--- config.mk ---
export PLATFORM = sky130hd
export DESIGN_NAME = instr_issuer_flat
export DESIGN_NICKNAME = d
export VERILOG_FILES = /design/src/rtl/tpu_instr_pkg.sv /design/src/rtl/instr_issuer_if.sv /design/src/rtl/cmd_fifo.sv /design/src/rtl/instr_issuer.sv /design/src/flat_wrapper.sv
export SDC_FILE = /design/constraint.sdc
export NUM_CORES = 1
export LEC_CHECK = 0
export CORE_MARGIN = 10
export CORE_UTILIZATION = 30
export DETAILED_ROUTE_END_ITERATION = 8
export GPL_TIMING_DRIVEN = 0
export PLACE_DENSITY = 0.61
export SETUP_SLACK_MARGIN = 0.1
export SYNTH_ARGS = -nofsm -noshare
export SYNTH_HDL_FRONTEND = slang
export SYNTH_SLANG_ARGS = --single-unit
--- constraint.sdc ---
create_clock -name clk -period 4.1 [get_ports clk]
set_input_delay 0.615 -clock clk [delete_from_list [all_inputs] [get_ports clk]]
set_output_delay 0.615 -clock clk [all_outputs]
set_load 0.02 [all_outputs]
--- src/rtl/tpu_instr_pkg.sv ---
// Shared definitions for the 88-bit TPU instruction word: field positions,
// the command entry type, the issuer FSM states and the packing helper.
package tpu_instr_pkg;

  localparam int INSTR_W = 88;

  // Field positions, shared with the instruction decoder.
  localparam int PULSE_LSB     = 0;   // {wr_valid_2, wr_valid_1, rd_transpose, rd_start, sys_switch}
  localparam int PULSE_MSB     = 4;
  localparam int COL_SIZE_LSB  = 5;
  localparam int COL_SIZE_MSB  = 6;
  localparam int ROW_SIZE_LSB  = 7;
  localparam int ROW_SIZE_MSB  = 14;
  localparam int RD_ADDR_LSB   = 15;
  localparam int RD_ADDR_MSB   = 16;
  localparam int PTR_SEL_LSB   = 17;
  localparam int PTR_SEL_MSB   = 19;
  localparam int DATA_1_LSB    = 20;
  localparam int DATA_1_MSB    = 35;
  localparam int DATA_2_LSB    = 36;
  localparam int DATA_2_MSB    = 51;
  localparam int PATHWAY_LSB   = 52;
  localparam int PATHWAY_MSB   = 55;
  localparam int INV_BATCH_LSB = 56;
  localparam int INV_BATCH_MSB = 71;
  localparam int LEAK_LSB      = 72;
  localparam int LEAK_MSB      = 87;

  // One queued command, without its idle-gap field (the gap width is a
  // per-instance parameter and travels next to this entry in the FIFO).
  typedef struct packed {
    logic [15:0] leak;
    logic [15:0] inv_batch;
    logic [3:0]  pathway;
    logic [15:0] data_2;
    logic [15:0] data_1;
    logic [2:0]  ptr_sel;
    logic [1:0]  rd_addr;
    logic [7:0]  row_size;
    logic [1:0]  col_size;
    logic [4:0]  pulse;
  } cmd_t;

  typedef enum logic {
    IDLE = 1'b0,
    GAP  = 1'b1
  } issue_state_t;

  // Places every command field at its slot in the instruction word.
  function automatic logic [INSTR_W-1:0] pack_instr(input cmd_t c);
    logic [INSTR_W-1:0] w;
    w = '0;
    w[PULSE_MSB:PULSE_LSB]         = c.pulse;
    w[COL_SIZE_MSB:COL_SIZE_LSB]   = c.col_size;
    w[ROW_SIZE_MSB:ROW_SIZE_LSB]   = c.row_size;
    w[RD_ADDR_MSB:RD_ADDR_LSB]     = c.rd_addr;
    w[PTR_SEL_MSB:PTR_SEL_LSB]     = c.ptr_sel;
    w[DATA_1_MSB:DATA_1_LSB]       = c.data_1;
    w[DATA_2_MSB:DATA_2_LSB]       = c.data_2;
    w[PATHWAY_MSB:PATHWAY_LSB]     = c.pathway;
    w[INV_BATCH_MSB:INV_BATCH_LSB] = c.inv_batch;
    w[LEAK_MSB:LEAK_LSB]           = c.leak;
    return w;
  endfunction

  // Bits that are only meaningful in the issue cycle (pulses and data lanes).
  function automatic logic [INSTR_W-1:0] volatile_mask();
    logic [INSTR_W-1:0] m;
    m = '0;
    m[PULSE_MSB:PULSE_LSB]   = '1;
    m[DATA_2_MSB:DATA_1_LSB] = '1;
    return m;
  endfunction

  localparam logic [INSTR_W-1:0] VOLATILE_MASK = volatile_mask();

endpackage

--- src/rtl/instr_issuer_if.sv ---
// Command channel from the host/sequencer into the instruction issuer.
interface instr_issuer_if #(
  parameter int GAP_W = 4
);
  logic             cmd_valid;
  logic             cmd_ready;
  logic [4:0]       cmd_pulse;
  logic [1:0]       cmd_col_size;
  logic [7:0]       cmd_row_size;
  logic [1:0]       cmd_rd_addr;
  logic [2:0]       cmd_ptr_sel;
  logic [15:0]      cmd_data_1;
  logic [15:0]      cmd_data_2;
  logic [3:0]       cmd_pathway;
  logic [15:0]      cmd_inv_batch;
  logic [15:0]      cmd_leak;
  logic [GAP_W-1:0] cmd_gap;

  modport master (
    output cmd_valid, cmd_pulse, cmd_col_size, cmd_row_size, cmd_rd_addr,
           cmd_ptr_sel, cmd_data_1, cmd_data_2, cmd_pathway, cmd_inv_batch,
           cmd_leak, cmd_gap,
    input  cmd_ready
  );

  modport slave (
    input  cmd_valid, cmd_pulse, cmd_col_size, cmd_row_size, cmd_rd_addr,
           cmd_ptr_sel, cmd_data_1, cmd_data_2, cmd_pathway, cmd_inv_batch,
           cmd_leak, cmd_gap,
    output cmd_ready
  );
endinterface

--- src/rtl/cmd_fifo.sv ---
// Small synchronous FIFO with flush; head entry is visible on dout when not empty.
module cmd_fifo #(
  parameter int WIDTH = 8,
  parameter int DEPTH = 4
) (
  input  logic             clk,
  input  logic             rst,
  input  logic             push,
  input  logic             pop,
  input  logic             flush,
  input  logic [WIDTH-1:0] din,
  output logic             full,
  output logic             empty,
  output logic [WIDTH-1:0] dout
);
  localparam int AW = $clog2(DEPTH);

  logic [WIDTH-1:0] mem [DEPTH];
  logic [AW:0]      wr_ptr;
  logic [AW:0]      rd_ptr;
  logic             do_push;
  logic             do_pop;

  // Extra pointer bit distinguishes full from empty when the indices match.
  assign empty   = (wr_ptr == rd_ptr);
  assign full    = (wr_ptr[AW] != rd_ptr[AW]) && (wr_ptr[AW-1:0] == rd_ptr[AW-1:0]);
  assign do_push = push && !full && !flush;
  assign do_pop  = pop && !empty && !flush;
  assign dout    = mem[rd_ptr[AW-1:0]];

  // Pointer update; flush empties the queue and wins over push and pop.
  // NOTE: clocked state uses <= so every register samples pre-edge values.
  always_ff @(posedge clk or posedge rst) begin
    if (rst) begin
      wr_ptr <= '0;
      rd_ptr <= '0;
    end else if (flush) begin
      wr_ptr <= '0;
      rd_ptr <= '0;
    end else begin
      if (do_push) wr_ptr <= wr_ptr + (AW+1)'(1);
      if (do_pop)  rd_ptr <= rd_ptr + (AW+1)'(1);
    end
  end

  // Entry storage write.
  // NOTE: storage is deliberately not reset; the pointers alone decide which entries are valid.
  always_ff @(posedge clk) begin
    if (do_push) mem[wr_ptr[AW-1:0]] <= din;
  end

endmodule

--- src/rtl/instr_issuer.sv ---
// Instruction issuer: queues host commands, packs each into the 88-bit
// instruction word for one issue cycle and spaces issues by a per-command gap.
module instr_issuer
  import tpu_instr_pkg::*;
#(
  parameter int FIFO_DEPTH = 4,
  parameter int GAP_W      = 4,
  parameter int CNT_W      = 16
) (
  input  logic               clk,
  input  logic               rst,
  instr_issuer_if.slave      cmd,
  input  logic               flush,
  output logic [INSTR_W-1:0] instruction,
  output logic               instr_issue,
  output logic               busy,
  output logic [CNT_W-1:0]   issued_count
);
  localparam int ENTRY_W = $bits(cmd_t) + GAP_W;

  cmd_t               in_cmd;
  cmd_t               head_cmd;
  logic [GAP_W-1:0]   head_gap;
  logic [ENTRY_W-1:0] head_entry;
  logic               fifo_full;
  logic               fifo_empty;
  logic               pop;
  issue_state_t       state_q, state_d;
  logic [GAP_W-1:0]   gap_q, gap_d;

  assign in_cmd = '{
    leak:      cmd.cmd_leak,
    inv_batch: cmd.cmd_inv_batch,
    pathway:   cmd.cmd_pathway,
    data_2:    cmd.cmd_data_2,
    data_1:    cmd.cmd_data_1,
    ptr_sel:   cmd.cmd_ptr_sel,
    rd_addr:   cmd.cmd_rd_addr,
    row_size:  cmd.cmd_row_size,
    col_size:  cmd.cmd_col_size,
    pulse:     cmd.cmd_pulse
  };

  assign {head_gap, head_cmd} = head_entry;
  assign cmd.cmd_ready        = !fifo_full;
  assign busy                 = !fifo_empty || (state_q == GAP);

  cmd_fifo #(
    .WIDTH (ENTRY_W),
    .DEPTH (FIFO_DEPTH)
  ) u_cmd_fifo (
    .clk   (clk),
    .rst   (rst),
    .push  (cmd.cmd_valid),
    .pop   (pop),
    .flush (flush),
    .din   ({cmd.cmd_gap, in_cmd}),
    .full  (fifo_full),
    .empty (fifo_empty),
    .dout  (head_entry)
  );

  // FSM and gap counter registers.
  always_ff @(posedge clk or posedge rst) begin
    if (rst) begin
      state_q <= IDLE;
      gap_q   <= '0;
    end else begin
      state_q <= state_d;
      gap_q   <= gap_d;
    end
  end

  // Next state: pop in IDLE, count the idle gap down in GAP, flush aborts.
  // NOTE: defaults come first so no path leaves a signal unassigned (no latches).
  always_comb begin
    state_d = state_q;
    gap_d   = gap_q;
    pop     = 1'b0;
    if (flush) begin
      state_d = IDLE;
      gap_d   = '0;
    end else begin
      case (state_q)
        IDLE: begin
          if (!fifo_empty) begin
            pop = 1'b1;
            if (head_gap != '0) begin
              state_d = GAP;
              gap_d   = head_gap;
            end
          end
        end
        GAP: begin
          if (gap_q == GAP_W'(1)) begin
            state_d = IDLE;
            gap_d   = '0;
          end else begin
            gap_d = gap_q - GAP_W'(1);
          end
        end
        default: begin
          state_d = IDLE;
          gap_d   = '0;
        end
      endcase
    end
  end

  // Output word: load the popped command, otherwise clear pulse/data and keep config.
  always_ff @(posedge clk or posedge rst) begin
    if (rst) begin
      instruction  <= '0;
      instr_issue  <= 1'b0;
      issued_count <= '0;
    end else if (pop) begin
      instruction  <= pack_instr(head_cmd);
      instr_issue  <= 1'b1;
      issued_count <= issued_count + CNT_W'(1);
    end else begin
      instruction  <= instruction & ~VOLATILE_MASK;
      instr_issue  <= 1'b0;
    end
  end

endmodule

--- src/flat_wrapper.sv ---
// flat-port wrapper written by rule: the top's interface ports become plain ports
module instr_issuer_flat import tpu_instr_pkg::*;
#(
  parameter int FIFO_DEPTH = 4,
  parameter int GAP_W      = 4,
  parameter int CNT_W      = 16
)
  (clk, rst, flush, instruction, instr_issue, busy, issued_count, cmd_cmd_valid, cmd_cmd_pulse, cmd_cmd_col_size, cmd_cmd_row_size, cmd_cmd_rd_addr, cmd_cmd_ptr_sel, cmd_cmd_data_1, cmd_cmd_data_2, cmd_cmd_pathway, cmd_cmd_inv_batch, cmd_cmd_leak, cmd_cmd_gap, cmd_cmd_ready);
  instr_issuer_if #(.GAP_W(GAP_W)) cmd_i ();
  input  logic clk;
  input  logic rst;
  input  logic flush;
  output logic [INSTR_W-1:0] instruction;
  output logic instr_issue;
  output logic busy;
  output logic [CNT_W-1:0] issued_count;
  input wire logic [$bits(cmd_i.cmd_valid)-1:0] cmd_cmd_valid;
  input wire logic [$bits(cmd_i.cmd_pulse)-1:0] cmd_cmd_pulse;
  input wire logic [$bits(cmd_i.cmd_col_size)-1:0] cmd_cmd_col_size;
  input wire logic [$bits(cmd_i.cmd_row_size)-1:0] cmd_cmd_row_size;
  input wire logic [$bits(cmd_i.cmd_rd_addr)-1:0] cmd_cmd_rd_addr;
  input wire logic [$bits(cmd_i.cmd_ptr_sel)-1:0] cmd_cmd_ptr_sel;
  input wire logic [$bits(cmd_i.cmd_data_1)-1:0] cmd_cmd_data_1;
  input wire logic [$bits(cmd_i.cmd_data_2)-1:0] cmd_cmd_data_2;
  input wire logic [$bits(cmd_i.cmd_pathway)-1:0] cmd_cmd_pathway;
  input wire logic [$bits(cmd_i.cmd_inv_batch)-1:0] cmd_cmd_inv_batch;
  input wire logic [$bits(cmd_i.cmd_leak)-1:0] cmd_cmd_leak;
  input wire logic [$bits(cmd_i.cmd_gap)-1:0] cmd_cmd_gap;
  output wire logic [$bits(cmd_i.cmd_ready)-1:0] cmd_cmd_ready;
  assign cmd_i.cmd_valid = cmd_cmd_valid;
  assign cmd_i.cmd_pulse = cmd_cmd_pulse;
  assign cmd_i.cmd_col_size = cmd_cmd_col_size;
  assign cmd_i.cmd_row_size = cmd_cmd_row_size;
  assign cmd_i.cmd_rd_addr = cmd_cmd_rd_addr;
  assign cmd_i.cmd_ptr_sel = cmd_cmd_ptr_sel;
  assign cmd_i.cmd_data_1 = cmd_cmd_data_1;
  assign cmd_i.cmd_data_2 = cmd_cmd_data_2;
  assign cmd_i.cmd_pathway = cmd_cmd_pathway;
  assign cmd_i.cmd_inv_batch = cmd_cmd_inv_batch;
  assign cmd_i.cmd_leak = cmd_cmd_leak;
  assign cmd_i.cmd_gap = cmd_cmd_gap;
  assign cmd_cmd_ready = cmd_i.cmd_ready;
  instr_issuer #(.FIFO_DEPTH(FIFO_DEPTH), .GAP_W(GAP_W), .CNT_W(CNT_W)) u_core (.clk(clk), .rst(rst), .cmd(cmd_i), .flush(flush), .instruction(instruction), .instr_issue(instr_issue), .busy(busy), .issued_count(issued_count));
endmodule
## Yosys cells after proc, flatten, opt, wreduce, memory -nomap -nowiden

Memory sizes are Yosys's and may differ from the RTL's.
Index checks and enable logic that the tools add are counted.
Widths: inputs -> output; s select.

| storage, ports and cells | value |
|---|---|
| flip-flop bits (word level) | 116 |
| bits in latches | 0 |
| bits in writable memories | 368 |
| memory bits (read-only) | 0 |
| bits of input ports | 96 |
| output and inout port bits | 107 |
| logic and storage cells | 54 |
| memories | 1 |

| cells by class | value |
|---|---|
| add/subtract/negate cells | 4 |
| multipliers | 0 |
| div/mod/pow operators | 0 |
| order comparisons | 0 |
| equal/unequal tests | 6 |
| shift-type cells | 0 |
| multiplexer cells | 21 |
| bitwise operators | 1 |
| reduce and logical (&&, ||, !) cells | 13 |

Memory list:

| name | depth | bits a word | rd ports | clocked after Yosys merged registers in | wr ports | RTL line | text |
|---|---|---|---|---|---|---|---|
| u_core.u_cmd_fifo.mem | 4 | 92 | 1 | 0 | 1 | cmd_fifo.sv:18 | `logic [WIDTH-1:0] mem [DEPTH];` |

Operator list:

| kind | count |
|---|---|
| $mux 52 | 1 |
| $add 16x1->16 const B | 1 |
| $mux 4 | 4 |
| $mux 3 | 4 |
| $mux 1 | 10 |
| $pmux 4 s2 | 1 |
| $add 3x1->3 const B | 2 |
| $logic_and 1x1->1 | 5 |
| $eq 4x1->1 const B | 1 |
| $reduce_bool 2->1 | 2 |
| $reduce_bool 4->1 | 1 |
| $sub 4x1->4 const B | 1 |
| $eq 3x3->1 | 1 |
| $logic_not 1->1 | 3 |
| $ne 3x2->1 const B | 1 |
| $ne 3x3->1 const B | 1 |
| $eq 2x2->1 | 1 |
| $pmux 1 s2 | 1 |
| $reduce_and 2->1 | 1 |
| $logic_or 1x1->1 | 1 |
| $ne 1x1->1 | 1 |
| $not 1->1 | 1 |

## Longest topological paths before layout

| depth | value |
|---|---|
| depth after elaboration | 8 |
| gate-level depth with buffers | 8 |
| mapped depth without buffers | 7 |

## Hierarchy

From an unflattened synthesis, not the netlist that was laid out.

| unflattened totals | value |
|---|---|
| cells, all modules | 937 |
| area, all modules | 17,971.0 sq um |

By module, submodules not included:

| module | instances | cells each | area an instance (sq um) | seq. area each (sq um) |
|---|---|---|---|---|
| cmd_fifo | 1 | 545 | 13,799.5 | 11,200.7 |
| instr_issuer | 1 | 392 | 4,171.5 | 2,752.6 |

## Worst setup path before layout

Ideal clock, no wire load.

| path | value |
|---|---|
| kind | flip-flop to flip-flop |
| start point | reg u_core.u_cmd_fifo.rd_ptr[0] |
| end point | mem u_core.u_cmd_fifo.mem[0][0] (netlist name) (enable) |
| setup time | 0.461 ns |
| arrival | 3.543 ns |
| required time | 3.639 ns |
| path slack | 0.095 ns |
| cell stages (with the launch flop) | 8 |
| path buffers | 2 |
| period minus slack after synthesis | 4.005 ns |
| cell sequence | dfrtp_1 -> buf_6 -> buf_6 -> xnor2_1 -> nand3b_1 -> nand2_1 -> nor2_1 -> and2_1 |

| between the ends | value |
|---|---|
| cells in the longest elaborated chain, start to end | 7 |

RTL lines:

| element | RTL line | text |
|---|---|---|
| from (decl) | cmd_fifo.sv:20 | `logic [AW:0] rd_ptr;` |
| from (signal assigned) | cmd_fifo.sv:42 | `if (do_pop) rd_ptr <= rd_ptr + (AW+1)'(1);` |
| $eq 2x2->1 | cmd_fifo.sv:26 | `assign full = (wr_ptr[AW] != rd_ptr[AW]) && (wr_ptr[AW-1:0] == rd_ptr[AW-1:0]);` |
| $logic_and 1x1->1 | cmd_fifo.sv:26 |  |
| $logic_not 1->1 | - |  |
| via cmd_cmd_ready | flat_wrapper.sv:29 | `output wire logic [$bits(cmd_i.cmd_ready)-1:0] cmd_cmd_ready;` |
| $logic_and 1x1->1 (2 in a row) | cmd_fifo.sv:27 | `assign do_push = push && !full && !flush;` |
| $mux 1 | cmd_fifo.sv:49 | `if (do_push) mem[wr_ptr[AW-1:0]] <= din;` |
| $mux 1 (not written as such) | cmd_fifo.sv:49 |  |
| to (decl) | cmd_fifo.sv:18 |  |

The timed path passes the listed nets, and every way through them passes these cells.

## Final worst setup path

| path | value |
|---|---|
| start point | reg u_core.u_cmd_fifo.rd_ptr[0] |
| end point | out busy |

| between the ends | value |
|---|---|
| cells in the longest elaborated chain, start to end | 3 |

RTL lines:

| element | RTL line | text |
|---|---|---|
| $eq 3x3->1 | cmd_fifo.sv:25 | `assign empty = (wr_ptr == rd_ptr);` |
| $logic_not 1->1 | instr_issuer.sv:46 | `assign busy = !fifo_empty \|\| (state_q == GAP);` |
| $logic_or 1x1->1 | instr_issuer.sv:46 |  |
| to (decl) | flat_wrapper.sv:15 | `output logic busy;` |

Every way passes these cells.

==> impl_metrics.prom <==
# TYPE chip_impl_metric gauge
chip_impl_metric{name="clock_buffer_count_from_cts",unit=""} 51
chip_impl_metric{name="drv_slew",unit=""} 0
chip_impl_metric{name="chipHeight",unit="µm"} 263
chip_impl_metric{name="yosysSeqAreaShare",unit="%"} 78.7
chip_impl_metric{name="setup_slack",unit="ps"} 766
chip_impl_metric{name="relSlewSlack",unit="%"} 39.5
chip_impl_info{name="library_cell_with_the_highest_instance_count_after_synthesis",value="sky130_fd_sc_hd__edfxtp_1"} 1
chip_impl_metric{name="grt_max_degree",unit=""} 64
chip_impl_metric{name="portBuffers",unit=""} 201
chip_impl_metric{name="clk_pin_slew",unit="ps"} 60
chip_impl_metric{name="yosys.area.top_type_share",unit="%"} 62.3
chip_impl_metric{name="drt_first_pass_iters",unit=""} 4
chip_impl_metric{name="crit_path_max_fanout",unit=""} 10
chip_impl_metric{name="grt_antenna_before_repair",unit=""} 3
chip_impl_metric{name="synth_cell_area",unit="µm²"} 17700
chip_impl_info{name="reg2reg_to",value="u_core.instruction[42]$_DFF_PP0_"} 1
chip_impl_metric{name="cts_post_setup_buffers_inserted",unit=""} 0
chip_impl_metric{name="synth_cells",unit=""} 810
chip_impl_metric{name="drt_wl_total",unit="µm"} 39600
chip_impl_metric{name="ys.warnings.count",unit=""} 0
chip_impl_metric{name="detailedPlace.worstSlack",unit="ps"} 830
chip_impl_metric{name="cp.required",unit="ps"} 3480
chip_impl_metric{name="fp.dieArea",unit="µm²"} 69200
chip_impl_metric{name="fin_hold_ws",unit="ps"} 482
chip_impl_metric{name="detailedPlacementHpwl",unit="µm"} 25300
chip_impl_metric{name="mapped_nets",unit=""} 914
chip_impl_metric{name="floorplan.io_pins",unit=""} 203
chip_impl_metric{name="reg2reg_slack",unit="ps"} 1070
chip_impl_info{name="post_synth_most_frequent_cells",value="368 x sky130_fd_sc_hd__edfxtp_1, 116 x sky130_fd_sc_hd__dfrtp_1, 92 x sky130_fd_sc_hd__mux4_2"} 1
chip_impl_metric{name="drv.max_cap_violation_count",unit=""} 0
chip_impl_info{name="min-delay-start",value="u_core.instruction[16]$_DFFE_PP0N_"} 1
chip_impl_metric{name="ir_worst_vdd",unit="mV"} 0.369
chip_impl_metric{name="dieWidth",unit="µm"} 263
chip_impl_metric{name="cts-resized-gates",unit=""} 0
chip_impl_metric{name="layout-drive-gt1-share",unit="%"} 20.0
chip_impl_metric{name="hold_violations",unit=""} 0
chip_impl_metric{name="setup_viol_count_final",unit=""} 0
chip_impl_info{name="synthTopCellsByArea",value="sky130_fd_sc_hd__edfxtp_1 62%, sky130_fd_sc_hd__dfrtp_1 16%, sky130_fd_sc_hd__mux4_2 12%"} 1
chip_impl_info{name="cts_tree",value="built"} 1
chip_impl_metric{name="timing.hold.worst_path_depth",unit=""} 1
chip_impl_metric{name="drt_iter0_drc",unit=""} 470
chip_impl_metric{name="seqCellArea",unit="µm²"} 14000
chip_impl_metric{name="setup-tns-final",unit="ps"} 0
chip_impl_metric{name="worst_slew_pin_slew",unit="ps"} 896
chip_impl_metric{name="area_growth_syn_to_layout",unit="%"} 28.0
chip_impl_info{name="worstSetupPathType",value="flip-flop to primary output"} 1
chip_impl_metric{name="layout_worst_path_cycle_share",unit="%"} 81.3
chip_impl_metric{name="remaining_drc_errors",unit=""} 0
chip_impl_metric{name="synth.lib_cells_used.distinct",unit=""} 39
chip_impl_metric{name="detail-route-antenna-nets",unit=""} 0
chip_impl_info{name="synth-main-ff-cell",value="sky130_fd_sc_hd__edfxtp_1"} 1
chip_impl_metric{name="place.gp.congestion",unit=""} 0.713
chip_impl_metric{name="postSynth.asyncResetShare",unit="%"} 24.0
chip_impl_info{name="synth_largest_area_cell",value="sky130_fd_sc_hd__edfxtp_1"} 1
chip_impl_info{name="timing.critical_path.from_type",value="flip-flop"} 1
chip_impl_info{name="hold_end",value="u_core.instruction[16]$_DFFE_PP0N_"} 1
chip_impl_metric{name="via_count",unit=""} 8523
chip_impl_metric{name="via_count_of_the_first_global_routing_pass",unit=""} 9337
chip_impl_metric{name="cp_data_arrival_time",unit="ps"} 2720
chip_impl_info{name="hold_path_class",value="flip-flop to flip-flop"} 1
chip_impl_info{name="setup_repair_after_global_routing_missed_its_margin",value="false"} 1
chip_impl_metric{name="post_drt_wl_per_cell",unit="µm"} 21.0
chip_impl_info{name="status",value="finished clean"} 1
chip_impl_metric{name="grt_overflow",unit=""} 0
chip_impl_info{name="critPathCaptureType",value="primary output"} 1
chip_impl_metric{name="fmax",unit="MHz"} 300
chip_impl_metric{name="floorplan.initialDensity",unit="%"} 30.2
chip_impl_info{name="worst_r2r_startpoint",value="u_core.u_cmd_fifo.rd_ptr[1]$_DFFE_PP0P_"} 1
chip_impl_metric{name="worst_clock_skew",unit="ps"} 22.3
chip_impl_metric{name="finalNetCount",unit=""} 1177
chip_impl_metric{name="globalRouteTotalUtil",unit="%"} 11.4
chip_impl_metric{name="final_period_minus_worst_setup_slack",unit="ps"} 3330
chip_impl_metric{name="clockBufferDepth",unit=""} 3
chip_impl_metric{name="design.core.area",unit="µm²"} 58800
chip_impl_metric{name="power-per-cell-area",unit="nW/µm²"} 628
chip_impl_metric{name="postSynthRegisterBits",unit=""} 484
chip_impl_metric{name="grt_first_pass_wirelength",unit="µm"} 59900
chip_impl_metric{name="avgViaCountPerCell",unit=""} 4.51
chip_impl_metric{name="synth.avg_cell_area",unit="µm²"} 21.9
chip_impl_metric{name="clock_tree.htree_level_count",unit=""} 2
chip_impl_metric{name="power_leakage",unit="nW"} 7.74
chip_impl_metric{name="clock_sinks",unit=""} 484
chip_impl_metric{name="fill_cells",unit=""} 5341
chip_impl_metric{name="synth_edf_count",unit=""} 368
chip_impl_metric{name="num_rows",unit=""} 89
chip_impl_metric{name="multi_input_combinational_cell_area",unit="µm²"} 3600
chip_impl_metric{name="cts_hold_repair.buffers",unit=""} 0
chip_impl_info{name="clock_tree_root_driver_cell",value="sky130_fd_sc_hd__clkbuf_16"} 1
chip_impl_metric{name="worst_reg2reg_path_length_in_cells",unit=""} 5
chip_impl_metric{name="worst_skew_pair.late_latency",unit="ps"} 590
==> logic make-up after synthesis <==
kind of cell	count (synthesis)	share of synthesized area (%)
buffers and inverters	41	1.09
multiplexers	144	15.0
adder cells (fa/ha/maj)	8	0.564
AND/OR/NAND/NOR	94	2.96
XOR/XNOR	22	1.09
AO/OA/AOI/OAI	17	0.628
flip-flops	484	78.7
==> worst max-delay path: stages (launching register included) <==
cell and delay, ps:
sky130_fd_sc_hd__dfrtp_1 400, sky130_fd_sc_hd__buf_6 140, sky130_fd_sc_hd__buf_6 160, sky130_fd_sc_hd__xnor2_1 340, sky130_fd_sc_hd__nand3_2 280, sky130_fd_sc_hd__or2_1 290
sky130_fd_sc_hd__clkdlybuf4s50_1 550
==> per-stage QoR <==
step | util (%) | instance area (µm²) | power, mW | instances
2_1_floorplan | - | 17700 | 8.18 | 810
5_1_grt | 38.6 | 22700 | 15.0 | 1887
4_1_cts | 38.6 | 22700 | 14.5 | 1887
6_report | 38.6 | 22700 | 14.3 | 1889
3_3_place_gp | 35.2 | 20700 | 9.72 | 1784
3_5_place_dp | 35.6 | 21000 | 9.79 | 1793
==> report_power, final <==
group | internal [mW] | switching, mW
logic | 1.73 | 1.73
clock network | 2.82 | 1.87
registers | 5.82 | 0.295
total | 10.4 | 3.90
==> area by class of cell <==
cell class	instances	area share, %
sequential	484	61.5
multi-input combinational	285	15.9
timing repair buffer	210	9.86
clock buffer	71	6.64
tap	773	4.26
clock inverter	23	1.00
buffer	34	0.733
inverter	7	0.138
antenna	2	0.0221
==> per-layer routing <==
metal / track usage, % / routed length (µm) / up-vias
met5: 0 / 27 / -
met4: 3.37 / 809 / 4
met3: 3.14 / 2480 / 65
met2: 18.6 / 19200 / 215
met1: 14.5 / 17000 / 4479
li1: - / - / 3760
==> placed cells by master (no fill, tap or decap), types with 3 or more instances in the layout <==
cell type and n:
sky130_fd_sc_hd__a21oi_1 5, sky130_fd_sc_hd__and2_1 38, sky130_fd_sc_hd__and2_4 4, sky130_fd_sc_hd__buf_12 3, sky130_fd_sc_hd__buf_16 6, sky130_fd_sc_hd__buf_2 16
sky130_fd_sc_hd__bufinv_16 4, sky130_fd_sc_hd__clkbuf_1 25, sky130_fd_sc_hd__clkbuf_16 56, sky130_fd_sc_hd__clkbuf_8 5, sky130_fd_sc_hd__clkdlybuf4s50_1 201, sky130_fd_sc_hd__clkinv_1 10
sky130_fd_sc_hd__clkinv_2 4, sky130_fd_sc_hd__dfrtp_1 116, sky130_fd_sc_hd__edfxtp_1 368, sky130_fd_sc_hd__ha_1 8, sky130_fd_sc_hd__inv_1 4, sky130_fd_sc_hd__mux2_1 35
sky130_fd_sc_hd__mux2_2 17, sky130_fd_sc_hd__mux4_2 92, sky130_fd_sc_hd__nand2_1 18, sky130_fd_sc_hd__nand3_1 4, sky130_fd_sc_hd__nand4_1 7, sky130_fd_sc_hd__nor2_1 11
sky130_fd_sc_hd__xnor2_1 14, sky130_fd_sc_hd__xor2_1 8
==> how the worst max path moves through the flow <==
| stage | startpoint | end | slack, ps |
|---|---|---|---|
| 2_1_floorplan | rst | u_core.gap_q[0]$_DFFE_PP0P_ | 410 |
| 3_3_place_gp | rst | u_core.instruction[13]$_DFFE_PP0N_ | -2610 |
| 3_5_place_dp | u_core.u_cmd_fifo.rd_ptr[1]$_DFFE_PP0P_ | u_core.instruction[42]$_DFF_PP0_ | 830 |
| 4_1_cts | u_core.u_cmd_fifo.rd_ptr[0]$_DFFE_PP0P_ | busy | 700 |
| 5_1_grt | u_core.u_cmd_fifo.rd_ptr[0]$_DFFE_PP0P_ | busy | 610 |
| 6_report | u_core.u_cmd_fifo.rd_ptr[0]$_DFFE_PP0P_ | busy | 770 |
==> registers in the layout, summed over array words and instances, names as in the netlist <==
signal and flops:
u_core.u_cmd_fifo.mem 368, u_core.u_cmd_fifo.wr_ptr 3, u_core.issued_count 16, u_core.u_cmd_fifo.rd_ptr 3, u_core.state_q 1, u_core.instruction 88, u_core.instr_issue 1, u_core.gap_q 4
(Power assumes the default switching activity.)
